$ cat config.mk
export PLATFORM = sky130hd
export DESIGN_NAME = ext_int_ctrl_flat
export DESIGN_NICKNAME = d
export VERILOG_FILES = /design/src/rtl/ext_int_ctrl_pkg.sv /design/src/rtl/ext_int_ctrl_if.sv /design/src/rtl/ext_int_ctrl_sync.sv /design/src/rtl/ext_int_ctrl.sv /design/src/flat_wrapper.sv
export SDC_FILE = /design/constraint.sdc
export NUM_CORES = 1
export LEC_CHECK = 0
export BUFFER_PORTS_ARGS = -buffer_cell sky130_fd_sc_hd__buf_2
export CAP_MARGIN = 20
export CORE_UTILIZATION = 40
export DETAILED_ROUTE_END_ITERATION = 8
export PLACE_DENSITY = 0.73
export SLEW_MARGIN = 10
export SYNTH_ARGS = -nofsm -noshare
export SYNTH_HDL_FRONTEND = slang
export SYNTH_SLANG_ARGS = --single-unit
$ cat constraint.sdc
create_clock -name i_clk -period 2.35 [get_ports i_clk]
set_clock_uncertainty 0.1 [all_clocks]
set_input_delay 0.1175 -clock i_clk [delete_from_list [all_inputs] [get_ports i_clk]]
set_output_delay 0.1175 -clock i_clk [all_outputs]
set_load 0.01 [all_outputs]
$ cat src/rtl/ext_int_ctrl_pkg.sv
// Shared constants for the external-interrupt controller.
// Register map, ACTIVE field layout and FSM encoding.
package int_ctrl_pkg;
  localparam int ENABLE_ADDR = 0;
  localparam int EDGE_ADDR   = 1;
  localparam int PEND_ADDR   = 2;
  localparam int ACTIVE_ADDR = 3;

  localparam int ACT_SVC_BIT = 4;
  localparam int ACT_ID_W    = 4;

  typedef enum logic [1:0] {
    IDLE    = 2'd0,
    REQ     = 2'd1,
    SERVICE = 2'd2
  } state_t;
endpackage

$ cat src/rtl/ext_int_ctrl_if.sv
// Coprocessor-side register port and interrupt request bundle.
// master = coprocessor, slave = interrupt controller.
interface ext_int_ctrl_if #(
  parameter int DATA_WIDTH     = 32,
  parameter int REG_ADDR_WIDTH = 5
);
  logic                      i_en;
  logic [REG_ADDR_WIDTH-1:0] i_address;
  logic [DATA_WIDTH-1:0]     i_din;
  logic                      i_int_taken;
  logic                      i_eret;
  logic [DATA_WIDTH-1:0]     o_dout;
  logic                      o_external_int;
  logic [3:0]                o_active_id;

  modport master (
    output i_en, i_address, i_din,
    output i_int_taken, i_eret,
    input  o_dout, o_external_int, o_active_id
  );

  modport slave (
    input  i_en, i_address, i_din,
    input  i_int_taken, i_eret,
    output o_dout, o_external_int, o_active_id
  );
endinterface

$ cat src/rtl/ext_int_ctrl_sync.sv
// Per-line synchroniser with a rising-edge detector.
// o_rise is high for one cycle after the synced level goes 0->1.
module irq_sync_edge #(
  parameter int SYNC_STAGES = 2
) (
  input  logic i_clk,
  input  logic i_arst_n,
  input  logic i_irq,
  output logic o_level,
  output logic o_rise
);
  logic [SYNC_STAGES-1:0] sync_q;
  logic                   prev_q;

  always_ff @(posedge i_clk or negedge i_arst_n) begin
    if (!i_arst_n) begin
      sync_q <= '0;
      prev_q <= 1'b0;
    end else begin
      sync_q <= {sync_q[SYNC_STAGES-2:0], i_irq};
      prev_q <= sync_q[SYNC_STAGES-1];
    end
  end

  assign o_level = sync_q[SYNC_STAGES-1];
  assign o_rise  = o_level & ~prev_q;
endmodule

$ cat src/rtl/ext_int_ctrl.sv
// External-interrupt controller: sync, qualify, latch, prioritise,
// then hold one request until the coprocessor takes it and erets.
module ext_int_ctrl
  import int_ctrl_pkg::*;
#(
  parameter int NUM_IRQ        = 8,
  parameter int DATA_WIDTH     = 32,
  parameter int REG_ADDR_WIDTH = 5,
  parameter int SYNC_STAGES    = 2
) (
  input  logic               i_clk,
  input  logic               i_arst_n,
  input  logic [NUM_IRQ-1:0] i_irq,
  ext_int_ctrl_if.slave      bus
);
  logic [NUM_IRQ-1:0] level, rise;
  logic [NUM_IRQ-1:0] enable_q, edge_q;
  logic [NUM_IRQ-1:0] pend_q, pend_d;
  logic [NUM_IRQ-1:0] pending, eligible;
  logic [NUM_IRQ-1:0] wdata, w1c, edge_next;
  logic [NUM_IRQ-1:0] take_mask;
  logic [15:0]        take_oh, elig_ext;
  logic [3:0]         winner, active_id_q;
  logic               we_enable, we_edge, we_pend;
  logic               take, ext_int, in_svc;
  logic [DATA_WIDTH-1:0] rd_data, dout_q;
  logic               unused_din;
  state_t             state_q, state_d;

  for (genvar g = 0; g < NUM_IRQ; g++) begin : g_sync
    irq_sync_edge #(.SYNC_STAGES(SYNC_STAGES)) u_sync (
      .i_clk    (i_clk),
      .i_arst_n (i_arst_n),
      .i_irq    (i_irq[g]),
      .o_level  (level[g]),
      .o_rise   (rise[g])
    );
  end

  assign wdata      = bus.i_din[NUM_IRQ-1:0];
  assign unused_din = ^bus.i_din;

  assign we_enable = bus.i_en &&
    bus.i_address == REG_ADDR_WIDTH'(ENABLE_ADDR);
  assign we_edge   = bus.i_en &&
    bus.i_address == REG_ADDR_WIDTH'(EDGE_ADDR);
  assign we_pend   = bus.i_en &&
    bus.i_address == REG_ADDR_WIDTH'(PEND_ADDR);

  assign take      = (state_q == REQ) && bus.i_int_taken;
  assign take_oh   = 16'(1) << active_id_q;
  assign take_mask = take ? take_oh[NUM_IRQ-1:0] : '0;
  assign w1c       = we_pend ? wdata : '0;
  assign edge_next = we_edge ? wdata : edge_q;

  // Set beats clear; masking with edge_next drops the latch on edge->level.
  assign pend_d   = ((pend_q & ~w1c & ~take_mask) | rise) & edge_next;
  assign pending  = pend_q | (level & ~edge_q);
  assign eligible = pending & enable_q;
  assign elig_ext = 16'(eligible);

  always_comb begin
    winner = '0;
    for (int i = NUM_IRQ - 1; i >= 0; i--) begin
      if (eligible[i]) winner = 4'(i);
    end
  end

  always_ff @(posedge i_clk or negedge i_arst_n) begin
    if (!i_arst_n) begin
      enable_q <= '0;
      edge_q   <= '0;
      pend_q   <= '0;
    end else begin
      if (we_enable) enable_q <= wdata;
      edge_q <= edge_next;
      pend_q <= pend_d;
    end
  end

  always_ff @(posedge i_clk or negedge i_arst_n) begin
    if (!i_arst_n) begin
      state_q     <= IDLE;
      active_id_q <= '0;
    end else begin
      state_q <= state_d;
      if (state_q == IDLE && |eligible) active_id_q <= winner;
    end
  end

  always_comb begin
    state_d = state_q;
    unique case (state_q)
      IDLE:    if (|eligible) state_d = REQ;
      REQ: begin
        if (bus.i_int_taken)          state_d = SERVICE;
        else if (!elig_ext[active_id_q]) state_d = IDLE;
      end
      SERVICE: if (bus.i_eret) state_d = IDLE;
      default: state_d = IDLE;
    endcase
  end

  always_comb begin
    ext_int = 1'b0;
    in_svc  = 1'b0;
    unique case (state_q)
      REQ:     ext_int = 1'b1;
      SERVICE: in_svc  = 1'b1;
      default: ;
    endcase
  end

  always_comb begin
    rd_data = '0;
    case (bus.i_address)
      REG_ADDR_WIDTH'(ENABLE_ADDR): rd_data = DATA_WIDTH'(enable_q);
      REG_ADDR_WIDTH'(EDGE_ADDR):   rd_data = DATA_WIDTH'(edge_q);
      REG_ADDR_WIDTH'(PEND_ADDR):   rd_data = DATA_WIDTH'(pending);
      REG_ADDR_WIDTH'(ACTIVE_ADDR):
        rd_data = DATA_WIDTH'({in_svc, active_id_q});
      default: rd_data = '0;
    endcase
  end

  always_ff @(posedge i_clk or negedge i_arst_n) begin
    if (!i_arst_n) dout_q <= '0;
    else           dout_q <= rd_data;
  end

  assign bus.o_dout         = dout_q;
  assign bus.o_external_int = ext_int;
  assign bus.o_active_id    = active_id_q;
endmodule

$ cat src/flat_wrapper.sv
// flat-port wrapper written by rule: the top's interface ports become plain ports
module ext_int_ctrl_flat import int_ctrl_pkg::*;
#(
  parameter int NUM_IRQ        = 8,
  parameter int DATA_WIDTH     = 32,
  parameter int REG_ADDR_WIDTH = 5,
  parameter int SYNC_STAGES    = 2
)
  (i_clk, i_arst_n, i_irq, bus_i_en, bus_i_address, bus_i_din, bus_i_int_taken, bus_i_eret, bus_o_dout, bus_o_external_int, bus_o_active_id);
  ext_int_ctrl_if #(.DATA_WIDTH(DATA_WIDTH), .REG_ADDR_WIDTH(REG_ADDR_WIDTH)) bus_i ();
  input  logic i_clk;
  input  logic i_arst_n;
  input  logic [NUM_IRQ-1:0] i_irq;
  input wire logic [$bits(bus_i.i_en)-1:0] bus_i_en;
  input wire logic [$bits(bus_i.i_address)-1:0] bus_i_address;
  input wire logic [$bits(bus_i.i_din)-1:0] bus_i_din;
  input wire logic [$bits(bus_i.i_int_taken)-1:0] bus_i_int_taken;
  input wire logic [$bits(bus_i.i_eret)-1:0] bus_i_eret;
  output wire logic [$bits(bus_i.o_dout)-1:0] bus_o_dout;
  output wire logic [$bits(bus_i.o_external_int)-1:0] bus_o_external_int;
  output wire logic [$bits(bus_i.o_active_id)-1:0] bus_o_active_id;
  assign bus_i.i_en = bus_i_en;
  assign bus_i.i_address = bus_i_address;
  assign bus_i.i_din = bus_i_din;
  assign bus_i.i_int_taken = bus_i_int_taken;
  assign bus_i.i_eret = bus_i_eret;
  assign bus_o_dout = bus_i.o_dout;
  assign bus_o_external_int = bus_i.o_external_int;
  assign bus_o_active_id = bus_i.o_active_id;
  ext_int_ctrl #(.NUM_IRQ(NUM_IRQ), .DATA_WIDTH(DATA_WIDTH), .REG_ADDR_WIDTH(REG_ADDR_WIDTH), .SYNC_STAGES(SYNC_STAGES)) u_core (.i_clk(i_clk), .i_arst_n(i_arst_n), .i_irq(i_irq), .bus(bus_i));
endmodule
==> results of run 1 <==
==> synth_stat cells (2+ instances only) <==
cell type | n | area [um^2]
dfrtp_1 | 61 | 1530
buf_4 | 25 | 188
nor2_1 | 18 | 67.6
mux2_2 | 16 | 180
nor2b_1 | 14 | 87.6
inv_1 | 10 | 37.5
o21a_1 | 10 | 75.1
a21oi_1 | 7 | 35.0
a221oi_1 | 6 | 52.6
nand2_1 | 6 | 22.5
nor2b_2 | 6 | 52.6
a211oi_1 | 5 | 37.5
clkbuf_1 | 5 | 18.8
nor3_1 | 5 | 25.0
o21ai_1 | 5 | 25.0
nand3_1 | 4 | 20.0
o21ai_2 | 4 | 35.0
mux2i_1 | 3 | 30.0
mux4_2 | 3 | 67.6
o211ai_1 | 3 | 22.5
a21boi_0 | 2 | 15.0
a31oi_1 | 2 | 12.5
nand4_1 | 2 | 12.5
nor3b_1 | 2 | 15.0
o21ai_0 | 2 | 10.0
or2b_1 | 2 | 15.0
==> sequential cells by signal (all words and copies together), names as in the netlist <==
name	count
u_core.bus.o_active_id	3
u_core.bus.o_dout	8
u_core.edge_q	8
u_core.enable_q	8
u_core.g_sync.u_sync.prev_q	8
u_core.g_sync.u_sync.sync_q	16
u_core.pend_q	8
u_core.state_q	2
==> worst max-delay path: cells and delay by family (launching register included) <==
family	cells	cell delay (ns)
compound gates	2	0.57
mux	1	0.37
flops	1	0.40
simple gates	2	0.35
==> metal layers <==
layer / routed length (um) / part of all wire, %
met3: 323 / 6.1
met4: 112 / 2.1
met5: 0 / 0
met2: 2490 / 47
met1: 2380 / 45
==> cell families after synthesis <==
group           after synthesis  share of synthesized area (%)
mux                          23                           10.5
compound gates               48                           12.4
simple gates                 66                           13.4
buf+inv                      42                           9.04
flops                        61                           54.6
other cells                   1                          0.134
==> power groups by stage <==
| stage | Clock, W | Sequential, W | Combinational, W |
|---|---|---|---|
| after floorplan | 0 | 0.00129 | 0.000454 |
| after global placement | 0 | 0.00133 | 0.000555 |
| after detailed placement | 0 | 0.00133 | 0.000571 |
| after CTS | 0.00106 | 0.00131 | 0.000595 |
| after global routing | 0.00111 | 0.00134 | 0.000662 |
| final | 0.00103 | 0.00131 | 0.000590 |
==> worst paths after layout <==
kind	depth (start not counted)	from	endpoint
worst max-delay path	5	u_core.g_sync[0].u_sync.sync_q[1]$_DFF_PN0_	u_core.bus.o_active_id[1]$_DFFE_PN0P_
worst min-delay path	3	bus_i_address[0]	u_core.bus.o_dout[1]$_DFF_PN0_
worst max register to register	5	u_core.g_sync[0].u_sync.sync_q[1]$_DFF_PN0_	u_core.bus.o_active_id[1]$_DFFE_PN0P_
worst min register to register	0	u_core.g_sync[3].u_sync.sync_q[0]$_DFF_PN0_	u_core.g_sync[3].u_sync.sync_q[1]$_DFF_PN0_
max in group asynchronous	3	i_arst_n	u_core.g_sync[6].u_sync.sync_q[0]$_DFF_PN0_
min in group asynchronous	2	i_arst_n	u_core.g_sync[3].u_sync.prev_q$_DFF_PN0_
==> layout make-up <==
class	count	area, um^2	share of cell area (%)
flip-flops and latches	61	1530	44.9
multi-input cells	162	1110	32.5
repair buffers	60	405	11.9
clock buffers	9	124	3.65
well taps	80	100	2.95
clock inverters	7	98.8	2.91
inverters	10	37.5	1.10
==> per-stage QoR <==
step	cell area (um^2)	hold slack, ns	cells	setup slack (ns)
5_1_grt	3400	0.139	389	0.317
4_1_cts	3400	0.101	389	0.463
6_report	3400	0.119	389	0.467
2_1_floorplan	2890	-0.278	265	0.499
3_5_place_dp	2990	0.0369	354	0.472
3_3_place_gp	2990	0.0328	354	0.489
==> summary.md, run 1 <==
| Metric | Value |
|---|---|
| Total power | 0.00293 W |
| Reg clk slew, reported paths | 0.07 ns |
| Max-slew headroom | 64.4% |
| DRC violations left | 0 |
| Die Y | 85.6 um |
| First-pass GRT wire length | 9230 um |
| TritonCTS Buffers | 9 |
| # diodes | 0 |
| Iter 0 DRT Violations | 100 |
| Gr busiest metal | met2 |
| Vias in the first global route | 1980 |
| Ys flop type | dfrtp_1 |
| GR Overflow Total | 0 |
| Met2 Usage GRT | 25.8% |
| Critical Path Max Stage Delay | 0.40 ns |
| Met1 usage | 21.5% |
| Max Cap Viol | 0 |
| Post-CTS sizing | 0 |
| Final worst-path cycle share | 80.1% |
| Worst-Margin Slew | 0.535 ns |
| Status | complete, no violations |
| Final core occ | 50.3% |
| Largest net degree at the start of global routing | 26 |
| Critical path endpoint category | register |
| Switching Fraction | 29.4% |
| # setup viols final | 0 |
| Core Region | 6760 um^2 |
| Clk Latency, worst-skew pair | 0.35 ns |
| Post-route antenna net violation count | 0 |
| GP Congestion | 0.808 |
| Setup crit start kind | register |
| Number of vias per cell | 4.91 |
| Synth Register Bits | 61 |
| CTS Hold Bufs | 19 |
| VDD IR max | 0.000381 V |
| Crit-path slowest cell | dfrtp_1 |
| Clock network power share | 35.1% |
| Clock Path Buffers | 2 |
| Count of buffers from port buffering | 37 |
| Final HPWL DP | 3770 um |
| Sequential-to-total area share from yosys stat | 54.6% |
| Worst Path Max Fanout | 4 |
| Post-layout min period | 1.88 ns |
| Number of synthesis warnings | 0 |
| Fill cells | 600 |
| I/O pin count | 87 |
| Cell Area, Synth | 2800 um^2 |
| Crit Path Category | reg -> reg |
| TNS Setup | 0 ns |
| Layout cell share with drive strength beyond 1 | 29.1% |
| TritonCTS clock tree | built |
| Total setup buffers inserted after CTS | 0 |
| Fmax achieved | 0.531 GHz |
| P_sw | 0.000863 W |
| Initial antenna violation count | 0 |
| Met3 usage | 7.22% |
| Arr. time, crit path | 2.03 ns |
| GRT Util Overall | 17.0% |
| Most common cell after layout, fill and taps aside | dfrtp_1 |
| Combinational share of power | 20.1% |
| EDFF count, synth | 0 |
| LEAKAGE | 1.58 nW |
| Via Count | 1909 |
| Routed len/inst | 13.6 um |
| Syn Inst Count | 241 |
| Critical path cell sequence | nor2b_2, o21ai_1, nand4_1, o21ai_1, mux2_2 |
| Die area | 7330 um^2 |
| Cell Int Power | 0.00207 W |
| Flop pwr share | 44.8% |
| Site Rows | 30 |
| Most repeated library cell on the critical path | o21ai_1 |
| Average size of a mapped cell | 11.6 um^2 |
| Clock Sinks | 61 |
| Drt first pass iters | 4 |
| RSZ-0062 raised after global routing | no |
| Die Width | 85.6 um |
| Distinct cells, synth | 39 |
| Initial core utilization | 41.4% |
| Final Max Tran Viols | 0 |
| Most frequent cells in the layout | dfrtp_1, buf_2, conb_1 |
| Reg2reg setup slack | 0.47 ns |
| Final Hold Fails | 0 |
| Power Density | 863 nW/um^2 |
| WP data required | 2.49 ns |
| Post-Route WL | 5310 um |
| Fin nets | 354 |
| Hold crit path type | in -> reg |
| Clock root cell | clkbuf_8 |
| # H-tree levels | 3 |
| Async SR Flop Fraction | 100% |
| Area growth syn-to-layout | 21.6% |
No activity file was read; power rests on OpenSTA's default activity.
==> inputs of run 2 (changes only) <==
PLACE_DENSITY = 0.75   (was 0.73)
clock period = 1.6 ns   (was 2.35 ns; I/O delays follow)
==> run 2 against run 1 <==
The flow now finishes with violations (negative setup slack). Final area increased by 9.1%. Power increased by 50%. Wire length increased by 12%. Highest routed layer unchanged. Global-route usage increased by 0.78 points. Sequential power increased by 47%. Critical path type unchanged. Critical path depth unchanged. Final cell count increased by 9.5%. Sequential share of layout area decreased by 3.8 points. Die area unchanged. Critical endpoint is now u_core.state_q[0]$_DFFE_PN0P_. Clock power increased by 21%. Hold slack got worse by 0.094 ns. Setup slack got worse by 0.62 ns.
==> summary.md, run 2 (synthesis results as in run 1) <==
| Metric | Value |
|---|---|
| TritonCTS Buffers | 9 |
| Die Width | 85.6 um |
| Iter 0 DRT Violations | 78 |
| Placed cell areas | 3280 um^2 |
| Site Rows | 30 |
| WP data required | 1.74 ns |
| Clock network power share | 28.5% |
| Layout cell share with drive strength beyond 1 | 37.3% |
| Final HPWL DP | 4080 um |
| Most common cell after layout, fill and taps aside | dfrtp_1 |
| Total power | 0.00438 W |
| Setup crit start kind | register |
| Flop pwr share | 43.8% |
| DRC violations left | 0 |
| Arr. time, crit path | 1.89 ns |
| Reg clk slew, reported paths | 0.06 ns |
| Clock root cell | clkbuf_8 |
| Via Count | 2073 |
| I/O pin count | 87 |
| Cell Int Power | 0.00310 W |
| Fin nets | 392 |
| Vias in the first global route | 2066 |
| Crit Path Category | reg -> reg |
| Clock Sinks | 61 |
| Area growth syn-to-layout | 32.7% |
| P_sw | 0.00128 W |
| Post-route worst setup slack | -0.155 ns |
| Core Region | 6760 um^2 |
| Post-Route WL | 5950 um |
| Power Density | 1180 nW/um^2 |
| Number of vias per cell | 4.87 |
| # diodes | 0 |
| TNS Setup | -0.232 ns |
| Worst Path Max Fanout | 2 |
| Critical path endpoint category | register |
| Die area | 7330 um^2 |
| Largest net degree at the start of global routing | 62 |
| Count of buffers from port buffering | 37 |
| Top reg by flops | u_core.g_sync.u_sync.sync_q |
| Final Max Tran Viols | 0 |
| Initial antenna violation count | 0 |
| Post-route cell area | 3710 um^2 |
| Clk Latency, worst-skew pair | 0.34 ns |
| GR Overflow Total | 0 |
| Die Y | 85.6 um |
| Routed len/inst | 14.0 um |
| VDD IR max | 0.000544 V |
| Dpl ws | -0.160 ns |
| Failing checks | negative setup slack |
| Clock Path Buffers | 2 |
| GP Congestion | 0.830 |
| Status | complete, but fails checks |
| # H-tree levels | 3 |
| Max Cap Viol | 0 |
| Fmax achieved | 0.570 GHz |
| Final Hold Fails | 0 |
| Combinational share of power | 27.7% |
| Drt first pass iters | 4 |
| Post-layout min period | 1.76 ns |
| Fill cells | 589 |
| Final worst-path cycle share | 110% |
| TritonCTS clock tree | built |
| Hold crit path type | in -> reg |
| Max FFs per register | 16 |
| Most frequent cells in the layout | dfrtp_1, buf_4, buf_2 |
| Switching Fraction | 29.2% |
| First-pass GRT wire length | 9610 um |
| # setup viols final | 3 |
| LEAKAGE | 1.78 nW |
| GRT Util Overall | 17.7% |
| Initial core utilization | 41.4% |
| RSZ-0062 raised after global routing | yes |
| Post-route antenna net violation count | 0 |
[run 2: power by group through the flow]
stage / clock network [W] / logic (W) / registers, W
3_5_place_dp: 0 / 0.00111 / 0.00193
4_1_cts: 0.00129 / 0.00120 / 0.00191
5_1_grt: 0.00135 / 0.00133 / 0.00195
6_report: 0.00125 / 0.00121 / 0.00192
2_1_floorplan: 0 / 0.000697 / 0.00191
3_3_place_gp: 0 / 0.00109 / 0.00192
[run 2: final timing paths]
check,start,endpoint,slack [ns],cells past startpoint
max,u_core.edge_q[7]$_DFF_PN0_,u_core.state_q[0]$_DFFE_PN0P_,-0.16,5
min,bus_i_address[0],u_core.bus.o_dout[2]$_DFF_PN0_,0.02,3
max reg2reg,u_core.edge_q[7]$_DFF_PN0_,u_core.state_q[0]$_DFFE_PN0P_,-0.16,5
min reg2reg,u_core.g_sync[0].u_sync.sync_q[0]$_DFF_PN0_,u_core.g_sync[0].u_sync.sync_q[1]$_DFF_PN0_,0.25,0
max in group asynchronous,i_arst_n,u_core.g_sync[4].u_sync.prev_q$_DFF_PN0_,0.96,3
min in group asynchronous,i_arst_n,u_core.g_sync[1].u_sync.sync_q[0]$_DFF_PN0_,0.18,3
[run 2: final cells by class]
class,count,area (um^2),share of cell area [%]
clock buffer,13,139,3.74
sequential,61,1530,41.2
inverter,10,37.5,1.01
timing repair buffer,98,708,19.1
tap,80,100,2.70
clock inverter,2,35.0,0.945
multi-input combinational,162,1160,31.3
[run 2: routing by layer]
layer | track usage, % | vias to the layer above | wire length [um] | part of all wire [%]
met4 | 11.4 | 0 | 226 | 3.8
met1 | 20.2 | 987 | 2530 | 43
met2 | 29.2 | 63 | 2950 | 50
met3 | 5.20 | 19 | 244 | 4.1
met5 | 0 | - | 0 | 0
li1 | - | 1004 | - | -
[run 2: per-stage QoR]
step | instances | util (%) | hold slack [ns]
finish | 426 | 54.9 | 0.0249
global route | 426 | 54.9 | 0.0311
CTS | 426 | 54.5 | 0.00968
detailed placement | 389 | 48.5 | 0.0122
global placement | 389 | 48.5 | 0.00812
floorplan | 265 | - | -0.316
[run 2: what timing repair did]
item	CTS	global route
buffers inserted	2	0
hold buffers	21	0
pin swaps	1	1
hold endpoints to repair	90	0
cloned	0	0
gates resized for setup	4	5
endpoints found under the setup margin	4	4
[run 2: critical path, stage by stage (launching register included)]
cell	delay, ns
dfrtp_1	0.40
nor2b_4	0.15
o21ai_4	0.07
mux4_2	0.48
mux2_4	0.27
o41ai_2	0.18
